[src/rtl/quad_pkg.sv]
// Shared definitions for the quad sum-of-squares block and its square-root stage.
package quad_pkg;
    localparam int QUAD_SUM_W  = 18;
    localparam int QUAD_ROOT_W = QUAD_SUM_W / 2;

    typedef enum logic [1:0] {IDLE, CALC, DONE} sqrt_state_t;
endpackage

[src/rtl/sqrt_step.sv]
// One restoring digit-by-digit square-root iteration: consumes two radicand bits,
// produces one root bit and the updated partial remainder.
module sqrt_step #(
    parameter int OUT_W = 9
) (
    input  logic [OUT_W+1:0] i_rem,
    input  logic [OUT_W-1:0] i_root,
    input  logic [1:0]       i_bits,
    output logic [OUT_W+1:0] o_rem,
    output logic [OUT_W-1:0] o_root
);
    logic [OUT_W+1:0] w_r;
    logic [OUT_W+1:0] w_t;

    // The remainder never exceeds 2*root, so the shifted value fits OUT_W+2 bits.
    always_comb begin
        w_r = (i_rem << 2) | {{OUT_W{1'b0}}, i_bits};
        w_t = {i_root, 2'b01};
        if (w_r >= w_t) begin
            o_rem  = w_r - w_t;
            o_root = {i_root[OUT_W-2:0], 1'b1};
        end else begin
            o_rem  = w_r;
            o_root = {i_root[OUT_W-2:0], 1'b0};
        end
    end
endmodule

[src/rtl/quad_sqrt.sv]
// Iterative integer square root of the quad energy word: one root bit per clock,
// valid/ready on both sides, floor root plus remainder out.
module quad_sqrt
    import quad_pkg::*;
#(
    parameter int IN_W  = QUAD_SUM_W,
    parameter int OUT_W = IN_W / 2
) (
    input  logic             clk,
    input  logic             rst,
    input  logic             in_valid,
    output logic             in_ready,
    input  logic [IN_W-1:0]  in_data,
    output logic             out_valid,
    input  logic             out_ready,
    output logic [OUT_W-1:0] out_root,
    output logic [OUT_W:0]   out_rem
);
    localparam int CW = $clog2(OUT_W);

    sqrt_state_t      r_state;
    logic [IN_W-1:0]  r_rad;
    logic [OUT_W+1:0] r_rem;
    logic [OUT_W-1:0] r_root;
    logic [CW-1:0]    r_cnt;
    logic             r_out_valid;

    logic [OUT_W+1:0] w_rem;
    logic [OUT_W-1:0] w_root;

    sqrt_step #(.OUT_W(OUT_W)) u_step (
        .i_rem  (r_rem),
        .i_root (r_root),
        .i_bits (r_rad[IN_W-1:IN_W-2]),
        .o_rem  (w_rem),
        .o_root (w_root)
    );

    assign in_ready  = (r_state == IDLE) && !rst;
    assign out_valid = r_out_valid;
    assign out_root  = r_root;
    assign out_rem   = r_rem[OUT_W:0];

    always_ff @(posedge clk) begin
        if (rst) begin
            r_state     <= IDLE;
            r_rad       <= '0;
            r_rem       <= '0;
            r_root      <= '0;
            r_cnt       <= '0;
            r_out_valid <= 1'b0;
        end else begin
            case (r_state)
                IDLE: begin
                    if (in_valid) begin
                        r_rad   <= in_data;
                        r_rem   <= '0;
                        r_root  <= '0;
                        r_cnt   <= CW'(OUT_W - 1);
                        r_state <= CALC;
                    end
                end
                CALC: begin
                    r_rem  <= w_rem;
                    r_root <= w_root;
                    r_rad  <= {r_rad[IN_W-3:0], 2'b00};
                    // Result registers and out_valid land on the same edge as the last step.
                    if (r_cnt == '0) begin
                        r_state     <= DONE;
                        r_out_valid <= 1'b1;
                    end else begin
                        r_cnt <= r_cnt - 1'b1;
                    end
                end
                DONE: begin
                    if (out_ready) begin
                        r_state     <= IDLE;
                        r_out_valid <= 1'b0;
                    end
                end
                default: r_state <= IDLE;
            endcase
        end
    end
endmodule

[config.mk]
export PLATFORM = sky130hd
export DESIGN_NAME = quad_sqrt
export DESIGN_NICKNAME = d
export VERILOG_FILES = /design/src/rtl/quad_pkg.sv /design/src/rtl/sqrt_step.sv /design/src/rtl/quad_sqrt.sv
export SDC_FILE = /design/constraint.sdc
export NUM_CORES = 1
export LEC_CHECK = 0
export CORE_MARGIN = 3
export CORE_UTILIZATION = 50
export DETAILED_ROUTE_END_ITERATION = 7
export PLACE_DENSITY = 0.8
export SLEW_MARGIN = 20
export SYNTH_ARGS = -nofsm -noshare
export SYNTH_HDL_FRONTEND = slang
export SYNTH_HIERARCHICAL = 1
export SYNTH_SLANG_ARGS = --single-unit
export TNS_END_PERCENT = 50
[constraint.sdc]
create_clock -name clk -period 4 [get_ports clk]
set_clock_uncertainty 0.05 [all_clocks]
set_input_delay 0.8 -clock clk [delete_from_list [all_inputs] [get_ports clk]]
set_output_delay 0.8 -clock clk [all_outputs]
set_load 0.03 [all_outputs]
==> results.json <==
{
  "run_status": "finished clean",
  "gr-usage-met3_pct": 4.24,
  "rsz0062_at_grt": "no",
  "detailed_place_hpwl_mm": 3.65,
  "max_slew_margin_pct": 40.3,
  "p_comb_share_pct": 64.0,
  "gr-max-usage-layer": "met2",
  "gr-total-overflow": 0,
  "clkTransAtPathRegs_ns": 0.09,
  "timing_worst_slew_pin_value_ns": 0.892,
  "worst_setup_path_end_kind": "output port",
  "port-buffer-count": 42,
  "drv_cap": 0,
  "finalHoldWorstSlack_ns": 0.416,
  "cp-start-kind": "primary input",
  "power.density_cell_area_nw_per_um2": 992,
  "dr_total_vias": 2118,
  "via_count_of_the_first_global_routing_pass": 2001,
  "timing.fmax_ghz": 0.343,
  "synthesis.yosys.warnings": 6,
  "gp_routability_congestion": 0.848,
  "io_pins": 43,
  "arrival_ns": 2.06,
  "finalSetupTns_ns": 0,
  "global_route.usage.met2_pct": 31.3,
  "wl_mm": 5.19,
  "cts_post_setup_buffers_inserted": 0,
  "grt_antenna_before_repair": 0,
  "final_period_minus_worst_setup_slack_ns": 2.91,
  "vias_per_cell": 5.39,
  "fp.coreArea_sq_um": 4880,
  "seqPwrFrac_pct": 20.6,
  "synth.net_count": 346,
  "timing.final.crit_share_pct": 72.8,
  "slew_violations": 0,
  "ctsLongestPathBuffers": 2,
  "grt_pass1_wl_mm": 8.63,
  "total_power_w": 0.00302,
  "timing_hold_violations_final": 0,
  "grt_util_met1_pct": 19.9,
  "clock-root-buffer": "sky130_fd_sc_hd__clkbuf_8",
  "antenna-diode-count": 0,
  "setup_slack_ns": 1.09,
  "post_cts_resize_count": 0,
  "drt_pre_antenna_iters": 4,
  "cts_hold_buffers": 0,
  "maximum_number_of_pins_on_one_net_before_global_route_repair": 45,
  "setup.reg_to_reg.worst_slack_ns": 1.45,
  "fin_nets": 360,
  "worst_skew_pair.late_latency_ns": 0.30,
  "die-height_microns": 78.3,
  "mappedNetlistArea_sq_um": 2620,
  "crit_path_max_fanout": 2,
  "total_switching_power_w": 0.00134,
  "leakage_nw": 1.15,
  "floorplan.rows": 25,
  "multi_input_comb_area_sq_um": 1410,
  "grt_use_total_pct": 17.2,
  "ir_drop_v": 0.000757,
  "tritoncts": "yes",
  "power_switching_share_pct": 44.2,
  "routed_wire_length_per_instance_microns": 13.2,
  "initial_utilization_pct": 53.6,
  "number_of_fill_cells_in_the_layout": 433,
  "cts.htree.levels": 2,
  "detail_route.drc_violations": 0,
  "cp_data_required_time_ns": 3.15,
  "avgSynthCellArea_sq_um": 8.41,
  "dp_slack_ns": 1.08,
  "hold_path.class": "reg -> reg",
  "area_growth_syn_to_layout_pct": 16.4,
  "die_area_sq_um": 6130,
  "number_of_clock_sinks": 44,
  "ant_nets": 0,
  "register_area_sq_um": 881,
  "post_layout_util_pct": 62.4,
  "criticalPathCategory": "in -> out",
  "power.share.clock_pct": 15.4,
  "p_int_w": 0.00168,
  "cts_buffers": 5,
  "setup_viol": 0,
  "die_width_microns": 78.3,
  "syn-instance-count": 311,
  "final_layout_size_suffix_gt1_share_pct": 12.9,
  "first_iter_violations": 97
}
placed cells by master, fill, tap and decap left out, drive strengths merged, types with 5 or more instances in the layout:
| master | n |
|---|---|
| xnor2 | 6 |
| nor2 | 43 |
| ha | 13 |
| dfxtp | 44 |
| clkbuf | 5 |
| clkdlybuf4s50 | 42 |
| a311oi | 16 |
| o21ai | 17 |
| inv | 18 |
| nand2 | 44 |
| a22oi | 21 |
| a21oi | 9 |
sequential cells by signal (all words and copies together), names as in the netlist:
signal     flops
out_valid      1
out_root       9
r_rem         10
r_cnt          4
r_rad         18
r_state        2
cell type report:
class | instances | share of cell area (%)
clock buffer | 5 | 2.26
clock inverter | 3 | 2.96
inverter | 18 | 2.22
multi-input combinational | 211 | 46.3
sequential | 44 | 28.9
tap | 67 | 2.75
timing repair buffer | 45 | 14.5
power groups by stage:
stage	clock, W	sequential (W)	combinational [W]
2_1_floorplan	0	0.000618	0.00176
3_3_place_gp	0	0.000629	0.00186
3_5_place_dp	0	0.000632	0.00192
4_1_cts	0.000472	0.000622	0.00194
5_1_grt	0.000490	0.000637	0.00212
6_report	0.000466	0.000622	0.00193
per-layer routing:
layer / wire length (microns) / up-vias
li1: - / 1093
met1: 2280 / 979
met2: 2680 / 43
met3: 204 / 3
met4: 25 / 0
met5: 0 / -
critical path: stages:
cell,delay (ns)
sky130_fd_sc_hd__clkdlybuf4s50_1,0.43
sky130_fd_sc_hd__nor3_1,0.14
sky130_fd_sc_hd__clkdlybuf4s50_1,0.69
through the flow:
step,cell area [sq um],instances
2_1_floorplan,2620,311
3_3_place_gp,2890,385
3_5_place_dp,2890,385
4_1_cts,3040,393
5_1_grt,3040,393
6_report,3040,393
final timing paths:
path,start,to,depth (start not counted)
max reg2reg,out_root[6],r_rem[8],9
min,out_valid,out_valid,2
max,rst,in_ready,3
min reg2reg,out_valid,out_valid,2
No activity file was read; power rests on OpenSTA's default activity.
